## config.mk

```make
export PLATFORM = sky130hd
export DESIGN_NAME = alu_seq_mult_flat
export DESIGN_NICKNAME = d
export VERILOG_FILES = /design/src/rtl/alu_seq_mult_if.sv /design/src/rtl/alu_seq_mult.sv /design/src/flat_wrapper.sv
export SDC_FILE = /design/constraint.sdc
export NUM_CORES = 1
export LEC_CHECK = 0
export CAP_MARGIN = 0
export CORE_ASPECT_RATIO = 0.9
export CORE_MARGIN = 8
export CORE_UTILIZATION = 40
export CTS_CLUSTER_DIAMETER = 60
export DETAILED_ROUTE_END_ITERATION = 7
export GPL_TIMING_DRIVEN = 0
export PLACE_DENSITY = 0.77
export SLEW_MARGIN = 20
export SYNTH_ARGS = -nofsm -noshare
export SYNTH_HDL_FRONTEND = slang
export SYNTH_SLANG_ARGS = --single-unit
```

## constraint.sdc

```tcl
create_clock -name CLK -period 1.9 [get_ports CLK]
set_clock_uncertainty 0.15 [all_clocks]
set_input_delay 0.475 -clock CLK [delete_from_list [all_inputs] [get_ports CLK]]
set_output_delay 0.475 -clock CLK [all_outputs]
set_load 0.02 [all_outputs]
```

## src/rtl/alu_seq_mult_if.sv

```systemverilog
// Shared types and the request/response + ALU-port bundle for the sequential multiplier.
package alu_seq_mult_pkg;
  localparam int unsigned WORD_W = 32;

  typedef logic [WORD_W-1:0] word_t;

  typedef enum logic [3:0] {
    ALU_SLL  = 4'd0,
    ALU_SRL  = 4'd1,
    ALU_SRA  = 4'd2,
    ALU_ADD  = 4'd3,
    ALU_SUB  = 4'd4,
    ALU_AND  = 4'd5,
    ALU_OR   = 4'd6,
    ALU_XOR  = 4'd7,
    ALU_NOR  = 4'd8,
    ALU_SLT  = 4'd9,
    ALU_SLTU = 4'd10
  } aluop_t;
endpackage

interface alu_seq_mult_if;
  import alu_seq_mult_pkg::*;

  logic   req_valid;
  logic   req_ready;
  word_t  req_a;
  word_t  req_b;
  logic   resp_valid;
  logic   resp_ready;
  word_t  resp_product;
  logic   resp_ovf;
  word_t  alu_porta;
  word_t  alu_portb;
  aluop_t alu_op;
  word_t  alu_out;
  logic   alu_nf;
  logic   alu_zf;
  logic   alu_of;

  // master: the client issuing requests and hosting the ALU
  modport master (
    output req_valid, req_a, req_b, resp_ready, alu_out, alu_nf, alu_zf, alu_of,
    input  req_ready, resp_valid, resp_product, resp_ovf, alu_porta, alu_portb, alu_op
  );

  // slave: the multiplier engine
  modport slave (
    input  req_valid, req_a, req_b, resp_ready, alu_out, alu_nf, alu_zf, alu_of,
    output req_ready, resp_valid, resp_product, resp_ovf, alu_porta, alu_portb, alu_op
  );
endinterface

```

## src/rtl/alu_seq_mult.sv

```systemverilog
// Shift-add unsigned multiplier (MULTU engine) that does all accumulation
// through the shared ALU adder; returns low word of the product plus overflow.
module alu_seq_mult
  import alu_seq_mult_pkg::*;
#(
  parameter bit EARLY_TERM = 1'b1
) (
  input  logic          CLK,
  input  logic          RST,
  alu_seq_mult_if.slave bus
);

  localparam int unsigned ITER_W   = 6;
  localparam int unsigned LAST_IT  = 31;

  typedef enum logic [1:0] {
    IDLE = 2'd0,
    RUN  = 2'd1,
    DONE = 2'd2
  } state_t;

  state_t              state;
  word_t               acc;
  word_t               mcand;
  word_t               mplier;
  logic [ITER_W-1:0]   iter;
  logic                ovf;
  logic                lost;
  logic                req_ready_q;
  logic                resp_valid_q;

  // ALU status flags carry nothing useful for an add-only requester
  logic unused_alu_flags;
  assign unused_alu_flags = ^{bus.alu_nf, bus.alu_zf, bus.alu_of};

  assign bus.req_ready    = req_ready_q;
  assign bus.resp_valid   = resp_valid_q;
  assign bus.resp_product = acc;
  assign bus.resp_ovf     = ovf;
  assign bus.alu_porta    = acc;
  assign bus.alu_portb    = mcand;
  assign bus.alu_op       = ALU_ADD;

  // Control FSM and datapath; handshake outputs are registered alongside state
  always_ff @(posedge CLK) begin
    if (RST) begin
      state        <= IDLE;
      acc          <= '0;
      mcand        <= '0;
      mplier       <= '0;
      iter         <= '0;
      ovf          <= 1'b0;
      lost         <= 1'b0;
      req_ready_q  <= 1'b1;
      resp_valid_q <= 1'b0;
    end else begin
      case (state)
        IDLE: begin
          if (bus.req_valid) begin
            acc         <= '0;
            mcand       <= bus.req_a;
            mplier      <= bus.req_b;
            iter        <= '0;
            ovf         <= 1'b0;
            lost        <= 1'b0;
            req_ready_q <= 1'b0;
            if (EARLY_TERM && (bus.req_b == '0)) begin
              state        <= DONE;
              resp_valid_q <= 1'b1;
            end else begin
              state <= RUN;
            end
          end
        end

        RUN: begin
          // A carry-out, or adding after a 1 has left the top of mcand, means product >= 2^32
          if (mplier[0]) begin
            acc <= bus.alu_out;
            ovf <= ovf | lost | (bus.alu_out < acc);
          end
          lost   <= lost | mcand[WORD_W-1];
          mcand  <= {mcand[WORD_W-2:0], 1'b0};
          mplier <= {1'b0, mplier[WORD_W-1:1]};
          iter   <= iter + ITER_W'(1);
          if ((EARLY_TERM && (mplier[WORD_W-1:1] == '0)) || (iter == ITER_W'(LAST_IT))) begin
            state        <= DONE;
            resp_valid_q <= 1'b1;
          end
        end

        DONE: begin
          if (bus.resp_ready) begin
            state        <= IDLE;
            resp_valid_q <= 1'b0;
            req_ready_q  <= 1'b1;
          end
        end

        default: begin
          state        <= IDLE;
          req_ready_q  <= 1'b1;
          resp_valid_q <= 1'b0;
        end
      endcase
    end
  end

endmodule

```

## src/flat_wrapper.sv

```systemverilog
// flat-port wrapper written by rule: the top's interface ports become plain ports
module alu_seq_mult_flat import alu_seq_mult_pkg::*;
#(
  parameter bit EARLY_TERM = 1'b1
)
  (CLK, RST, bus_req_valid, bus_req_a, bus_req_b, bus_resp_ready, bus_alu_out, bus_alu_nf, bus_alu_zf, bus_alu_of, bus_req_ready, bus_resp_valid, bus_resp_product, bus_resp_ovf, bus_alu_porta, bus_alu_portb, bus_alu_op);
  alu_seq_mult_if bus_i ();
  input  logic CLK;
  input  logic RST;
  input wire logic [$bits(bus_i.req_valid)-1:0] bus_req_valid;
  input wire logic [$bits(bus_i.req_a)-1:0] bus_req_a;
  input wire logic [$bits(bus_i.req_b)-1:0] bus_req_b;
  input wire logic [$bits(bus_i.resp_ready)-1:0] bus_resp_ready;
  input wire logic [$bits(bus_i.alu_out)-1:0] bus_alu_out;
  input wire logic [$bits(bus_i.alu_nf)-1:0] bus_alu_nf;
  input wire logic [$bits(bus_i.alu_zf)-1:0] bus_alu_zf;
  input wire logic [$bits(bus_i.alu_of)-1:0] bus_alu_of;
  output wire logic [$bits(bus_i.req_ready)-1:0] bus_req_ready;
  output wire logic [$bits(bus_i.resp_valid)-1:0] bus_resp_valid;
  output wire logic [$bits(bus_i.resp_product)-1:0] bus_resp_product;
  output wire logic [$bits(bus_i.resp_ovf)-1:0] bus_resp_ovf;
  output wire logic [$bits(bus_i.alu_porta)-1:0] bus_alu_porta;
  output wire logic [$bits(bus_i.alu_portb)-1:0] bus_alu_portb;
  output wire logic [$bits(bus_i.alu_op)-1:0] bus_alu_op;
  assign bus_i.req_valid = bus_req_valid;
  assign bus_i.req_a = bus_req_a;
  assign bus_i.req_b = bus_req_b;
  assign bus_i.resp_ready = bus_resp_ready;
  assign bus_i.alu_out = bus_alu_out;
  assign bus_i.alu_nf = bus_alu_nf;
  assign bus_i.alu_zf = bus_alu_zf;
  assign bus_i.alu_of = bus_alu_of;
  assign bus_req_ready = bus_i.req_ready;
  assign bus_resp_valid = bus_i.resp_valid;
  assign bus_resp_product = bus_i.resp_product;
  assign bus_resp_ovf = bus_i.resp_ovf;
  assign bus_alu_porta = bus_i.alu_porta;
  assign bus_alu_portb = bus_i.alu_portb;
  assign bus_alu_op = bus_i.alu_op;
  alu_seq_mult #(.EARLY_TERM(EARLY_TERM)) u_core (.CLK(CLK), .RST(RST), .bus(bus_i));
endmodule
```

==> results by stage, run 1 <==
Die:
- The total core area is around 13000 um^2.
- The die covers approximately 17000 um^2.
- The vertical die dimension is 126 um.
- From left edge to right edge, the die measures 138 um.
- In this run the core area contains 40 standard-cell rows.
- The initial utilization of the core area, before any placement, comes to 0.404.
- 206 I/O pins were placed.

Route:
- The number of detailed-route iterations in the first pass is 4.
- The DRC violations left is 0.
- The DRC marker count from the first detailed-route iteration is 298.
- The count of nets left with antenna violations after detail routing is 0.
- Detailed routing inserted a total of 5616 vias.
- In the routed layout, each cell is associated on average with a via count of 5.20.
- After detailed routing, the average wire length per cell comes to 16.2 um.
- For this block, the routed nets add up to 17.5 mm of wire.

Clocking:
- The clock passes through at most 2 buffers.
- The number of clock sinks is 108.
- The buffer cell driving the clock tree root is sky130_fd_sc_hd__clkbuf_16.
- In this run, post-CTS hold repair placed 0 buffers.
- The total clock buffers created by CTS is 9.
- The insertion delay to the later sink of the worst-skew pair is 0.35 ns.
- The number of H-tree branching levels is 3.
- After clock tree synthesis, the clock-pin slew on the worst setup and hold paths is ~0.070 ns.
- The TritonCTS clock tree is yes.

Setup path:
- The top fanout value on the critical path is 2.
- The required time reported for the critical path endpoint is 2.02 ns.
- The signal arrival time at the worst endpoint is 2.00 ns.
- The startpoint type of the worst setup path is an input pin.
- The worst setup path is of the in2reg kind.
- The kind of end point of the critical path is a flip-flop.

Global routing:
- The first-pass GRT wire length is ~26 mm.
- The total routing usage reported by global routing is 0.187.
- Entering global routing, the biggest net connects 16 pins.
- The number of antenna violations at the first check in global routing is 0.
- The number of global-route vias before repair is ~5200.
- The global route total overflow is 0.

Timing:
- The number of hold violations in the final report is 0.
- Derived from the worst setup path, the maximum achievable clock frequency is 531 MHz.
- The clock period minus worst slack is about 1.9 ns.
- Headroom to the max-slew limit came out at 0.641.
- Setup violations remaining at the end of the flow were counted as 0.
- Of the available clock period, the critical path in the final layout requires 0.991.
- The final worst slack is 0.0169 ns.
- Setup repair after global routing could not meet its margin everywhere.
- The number of pins with negative max-slew slack in the final report is 0.
- At the pin with the least slew margin, the transition time is 0.538 ns.

Finish:
- After filler insertion, the fill cell instance count of the layout stands at 1195.
- The total non-filler cell area in the finished layout is 8220 um^2.
- The count of inserted antenna diode cells is 0.
- The library cell used most frequently in the layout, excluding fill and tap cells, is sky130_fd_sc_hd__nor2_1.
- The post-synthesis to final-layout area growth is 54.0%.
- The fraction of the core area covered by cells at the end of the flow is 0.622.
- At the end of the flow, the number of nets in the layout was 1044.
- The share of post-route cells with drive strength above 1 is 0.172.
- In the layout the commonest cells are 187 x sky130_fd_sc_hd__nor2_1, 109 x sky130_fd_sc_hd__dlygate4sd2_1, 95 x sky130_fd_sc_hd__dfxtp_1.

Synthesis:
- In this run the cell area of the synthesized design comes to 5340 um^2.
- The proportion of synthesized chip area in sequential cells is 0.405.
- The area share of fa/ha/maj cells after synthesis is 0.0750.
- After technology mapping, the gate count stands at 681.
- The distinct cell type count after synthesis is 43.
- The synthesized-area fraction occupied by ao, oa, aoi and oai cells is 0.129.
- The synthesized design contains roughly 110 register bits.
- Of the total synthesized cell area, the portion taken by XOR and XNOR cells is 0.
- The mean cell area of the mapped netlist is 7.84 um^2.
- The total of warnings raised by yosys is 0.
- The dominant combinational cell family by area after synthesis is simple AND/OR/NAND/NOR gates.
- The simple-gate portion of the synthesized area is 0.278.
- The multiplexer area fraction after synthesis is 0.00211.

Power and ir drop:
- The share of total power consumed by net switching is 0.316.
- The power share of the sequential group is 0.412.
- The internal power is 4.51 mW.
- The share of total power dissipated in combinational logic is 0.294.
- The proportion of power drawn by the clock network is 0.294.
- In this run the power spent charging and discharging nets is approximately 2.1 mW.
- The completed layout was analyzed and its total power is 6.60 mW.
- In this run the power density over the cells is approximately 800 nW/um^2.
- The maximum vdd drop is 0.000598 V.
- The leakage power figure is 3.77 nW.

Flow run:
- The max-capacitance violation count is 0.

Placed design:
- The placement-stage cell area is roughly 7500 um^2.
- The placed wire-length estimate is 12.9 mm.
- The number of buffers added on ports is 197.
- Routability-driven placement finished with a final weighted congestion of approximately 0.85.
- The worst-case setup slack after placement is -0.636 ns.

Outcome:
- The flow ran to the end, and the final reports show no timing, DRC or antenna violations.

Hold path:
- The worst hold path belongs to the class in2reg.
registers in the layout (all words and copies together), names as in the netlist:
signal,count
u_core.lost,1
u_core.bus.resp_ovf,1
u_core.bus.alu_porta,32
u_core.state,2
u_core.bus.req_ready,1
u_core.mplier,32
u_core.iter,6
u_core.bus.alu_portb,32
u_core.bus.resp_valid,1
worst max-delay path, stage by stage:
cell,delay [ns]
sky130_fd_sc_hd__clkdlybuf4s50_1,0.48
sky130_fd_sc_hd__nand2b_1,0.18
sky130_fd_sc_hd__a2111o_1,0.42
sky130_fd_sc_hd__a31oi_2,0.23
sky130_fd_sc_hd__a21oi_2,0.08
sky130_fd_sc_hd__nor3_1,0.14
path summary, 6_finish.rpt:
kind / start / to / slack, ns / depth (start not counted)
setup reg to reg: u_core.state[0] / u_core.bus.resp_ovf / 0.05 / 7
hold reg to reg: u_core.bus.alu_portb[12] / u_core.bus.alu_portb[12] / 0.32 / 2
setup / recovery: bus_alu_out[0] / u_core.bus.resp_ovf / 0.02 / 6
hold / removal: bus_alu_out[12] / u_core.bus.alu_porta[12] / 0.30 / 3
synth_stat cells, drive strengths merged:
master | instances | area [um^2]
a21boi | 2 | 15.0
o221ai | 1 | 8.76
and4 | 2 | 17.5
clkbuf | 26 | 97.6
nand2b | 4 | 25.0
nor2 | 189 | 717
a221oi | 1 | 8.76
inv | 33 | 124
nor2b | 1 | 6.26
or2 | 1 | 6.26
nand2 | 32 | 123
mux2 | 1 | 11.3
a211o | 1 | 8.76
o31ai | 1 | 7.51
nor3b | 1 | 18.8
or3b | 1 | 8.76
a2111o | 1 | 11.3
nand4 | 8 | 50.1
buf | 52 | 365
nor4b | 1 | 8.76
or4b | 2 | 20.0
or3 | 1 | 6.26
dfxtp | 108 | 2160
a22oi | 47 | 353
and2 | 1 | 6.26
nor3 | 4 | 20.0
o211ai | 1 | 7.51
nand3 | 8 | 40.0
ha | 32 | 400
a21oi | 37 | 185
conb | 2 | 7.51
and2b | 1 | 7.51
nor4 | 64 | 400
a211oi | 4 | 30.0
a31oi | 1 | 6.26
o21ai | 8 | 40.0
o22ai | 1 | 6.26
logic make-up (layout without fill, tap and decap cells):
kind of cell / after synthesis / in the layout
buffers and inverters: 111 / 341
other: 2 / 4
muxes: 1 / 1
and+or+nand+nor: 321 / 321
DFF: 108 / 108
AOI/OAI and AO/OA: 106 / 106
adders and majority gates: 32 / 32
final cells by class:
| cell class | instances | area [um^2] | area share |
|---|---|---|---|
| Clock buffer | 14 | 274 | 0.0333 |
| Sequential cell | 108 | 2180 | 0.266 |
| Clock inverter | 1 | 30.0 | 0.00365 |
| Timing Repair Buffer | 215 | 1990 | 0.242 |
| Buffer | 78 | 533 | 0.0648 |
| Multi-Input combinational cell | 464 | 2870 | 0.349 |
| Tap cell | 168 | 210 | 0.0256 |
| Inverter | 33 | 126 | 0.0154 |
power groups by stage:
stage / clock network, mW / logic (mW) / registers, mW
after floorplan: 0 / 0.927 / 2.87
after global placement: 0 / 1.81 / 2.76
after detailed placement: 0 / 1.84 / 2.76
after CTS: 1.97 / 1.79 / 2.71
after global routing: 2.07 / 2.12 / 2.75
final: 1.94 / 1.94 / 2.72
metal layers:
metal	vias to the layer above	track usage	part of all wire
li1	2783	-	-
met1	2609	0.230	0.42
met2	212	0.319	0.49
met3	12	0.0500	0.085
met4	0	0.0379	0.0090
met5	-	0	0
timing repair:
action,4_1_cts,5_1_grt
gates resized for setup,147,86
setup endpoints to repair,201,76
gates cloned,0,3
pin swaps,19,24
setup buffers,3,12
per-stage QoR:
| stage | TNS, ns | std cells | hold WS [ns] |
|---|---|---|---|
| final | 0 | 1081 | 0.299 |
| after global routing | -0.116 | 1081 | 0.303 |
| after CTS | 0 | 1066 | 0.322 |
| after detailed placement | -50.39 | 1048 | 0.315 |
| after global placement | -48.72 | 1048 | 0.308 |
| after floorplan | 0 | 683 | 0.310 |
No activity file was read; power rests on OpenSTA's default activity.
==> inputs of run 2 (changes only) <==
CORE_UTILIZATION = 48   (was 40)
PLACE_DENSITY = 0.87   (was 0.77)
clock period = 2.2 ns   (was 1.9 ns; I/O delays follow)
==> results by stage, run 2 (synthesis gave the netlist of run 1 again) <==
Placed design:
- The number of buffers added on ports is 197 (unchanged).
- The placed wire-length estimate is 13.1 mm (+1.6%).
- The final weighted congestion in routability-driven placement is 0.886 (+4.0%).
- The number of placed instances with taps included is 1032 (-1.5%).

Flow run:
- The max-capacitance violation count is 0 (unchanged).

Global routing:
- The first-pass GRT wire length was 26.7 mm (+1.0%).
- The number of global-route vias before repair is 5431 (+4.9%).
- The maximum number of pins on one net before global-route repair is 18 (+2).
- The global route total overflow came to 0 (unchanged).
- The total routing usage reported by global routing is 0.222 (+0.0346).
- The number of antenna violations at the first check in global routing is 0 (unchanged).

Setup path:
- The startpoint type of the worst setup path is a flip-flop.
- The required time reported for the critical path endpoint is 1.50 ns (-0.52 ns).
- The signal arrival time at the worst endpoint is 1.47 ns (-0.53 ns).
- The critical path in this run is classified as reg2out.
- The register-to-register path setup slack is 0.22 ns (+0.17 ns).
- The kind of end point of the critical path is an output port.
- The top fanout value on the critical path is 4 (+2).

Outcome:
- The run finished with clean final reports.

Timing:
- The pin slew with the least headroom to its limit is 0.509 ns (-0.0288 ns).
- The achievable frequency is 460 MHz.
- The number of hold violations in the final report was 0 (unchanged).
- The clock period minus worst slack is 2.17 ns.
- The final clock period utilization by the worst path is 0.987.
- The number of pins with negative max-slew slack in the final report is 0 (unchanged).
- The relative slew slack is 0.660 (+0.0192).
- Setup repair after global routing could not meet its margin everywhere.
- The number of failing setup endpoints in the final timing report came to 0 (unchanged).

Hold path:
- The tightest min-delay check is of the reg2reg type.

Power and ir drop:
- The maximum vdd drop is 0.000480 V (-20%).
- The post-layout total power came to 5.60 mW (-15%).
- The power density of the placed cells came to 709 nW/um^2 (-12%).
- The leakage power figure was 3.21 nW (-15%).

Finish:
- The share of post-route cells with drive strength above 1 is 0.0957 (-0.0763).
- In the layout the commonest cells are 188 x sky130_fd_sc_hd__nor2_1, 187 x sky130_fd_sc_hd__clkdlybuf4s50_1, 108 x sky130_fd_sc_hd__dfxtp_1.
- The leading cell type in the layout, fill and taps excluded is sky130_fd_sc_hd__nor2_1.
- The count of non-filler cells in the finished layout was 1051 (-2.8%).
- The number of nets in the final layout is 1029 (-1.4%).
- The post-synthesis to final-layout area growth is 48.0%.
- The count of inserted antenna diode cells is 0 (unchanged).

Clocking:
- The insertion delay to the later sink of the worst-skew pair came to 0.35 ns (about the same).
- The number of buffers on the longest clock path is 2 (unchanged).
- The total clock buffers created by CTS came to 9 (unchanged).
- The number of H-tree branching levels is 3 (unchanged).
- The TritonCTS clock tree is yes.
- The buffer cell driving the clock tree root is sky130_fd_sc_hd__clkbuf_16.
- The clock slew seen by the registers of the worst setup and hold paths is 0.07 ns (about the same).
- The number of clock sinks is 108 (unchanged).
- The number of hold buffers added after cts was 0 (unchanged).

Die:
- The floorplan die area was 14800 um^2 (-15%).
- The vertical die dimension was 116 um (-7.6%).
- The die width is 127 um (-7.7%).
- The total core area is 10900 um^2 (-18%).
- The number of standard-cell rows in the floorplan was 36 (-10%).
- The starting density of the core was 0.492 (+0.0877).
- The boundary pin count is 206 (unchanged).

Route:
- The DRC violations left is 0 (unchanged).
- The total length of routed wires is 16.9 mm (-3.6%).
- The overall via count from detail_route was 5603 (-0.23%).
- The number of detailed-route iterations in the first pass is 5 (+1).
- The average vias per placed instance is 5.33 (+2.6%).
- The average wire per cell in the routed design is 16.1 um (-0.82%).
- The count of nets left with antenna violations after detail routing came to 0 (unchanged).
- The DRC marker count from the first detailed-route iteration was 415 (+39%).
## run 2: cell count changes in the layout (fill, tap and decap cells not counted), sizes merged
cell / previous run / this run
dlymetal6s2s: 9 / 7
clkbuf: 42 / 39
clkinv: 0 / 3
clkdlybuf4s50: 73 / 187
clkdlybuf4s15: 1 / 0
bufinv: 1 / 0
inv: 33 / 34
buf: 73 / 54
dlygate4sd2: 109 / 3
## run 2: timing repair
item                       CTS  global route
setup endpoints to repair    3            45
hold endpoints to repair     0             0
setup buffers                0             3
gates resized for setup      3            25
## run 2: worst paths after layout
path                                    to  cells past startpoint                     start
setup / recovery      bus_resp_product[12]                      2  u_core.bus.alu_porta[12]
hold / removal       u_core.bus.resp_valid                      2     u_core.bus.resp_valid
setup reg to reg  u_core.bus.alu_portb[27]                      6           u_core.state[1]
hold reg to reg      u_core.bus.resp_valid                      2     u_core.bus.resp_valid
## run 2: final cells by class
class	instances	area [um^2]
Fill cell	855	2960
Multi-Input combinational cell	464	2640
Sequential cell	108	2160
Timing Repair Buffer	200	2010
Buffer	78	474
Clock buffer	12	267
Tap cell	152	190
Inverter	33	124
Clock inverter	4	31.3
## run 2: stage by stage
stage	utilization	hold WS, ns	worst slack, ns	area, um^2	setup TNS, ns
floorplan	-	0.310	0.304	5350	0
global placement	0.692	0.302	-0.391	7510	-17.64
detailed placement	0.692	0.305	-0.340	7510	-20.16
CTS	0.719	0.313	0.00921	7800	0
global route	0.728	0.336	-0.0565	7900	-0.0565
finish	0.728	0.313	0.0283	7900	0
## run 2: critical path: stages (launching register included)
cell                              delay (ns)
sky130_fd_sc_hd__dfxtp_1                0.41
sky130_fd_sc_hd__buf_4                  0.13
sky130_fd_sc_hd__clkdlybuf4s50_1        0.59
## run 2: metal layers
| layer | global-route usage | share of wire | routed length, um | up-vias |
|---|---|---|---|---|
| met4 | 0.0760 | 0.023 | 396 | 0 |
| met2 | 0.382 | 0.48 | 8050 | 218 |
| met3 | 0.0566 | 0.074 | 1250 | 32 |
| li1 | - | - | - | 2753 |
| met5 | 0 | 0 | 0 | - |
| met1 | 0.265 | 0.43 | 7220 | 2600 |
## run 2: report_power, final
part	internal (mW)	switching [mW]	total, mW
Clock	0.869	0.750	1.62
Combinational	0.746	0.895	1.64
Sequential	2.17	0.171	2.34
Total	3.79	1.82	5.60
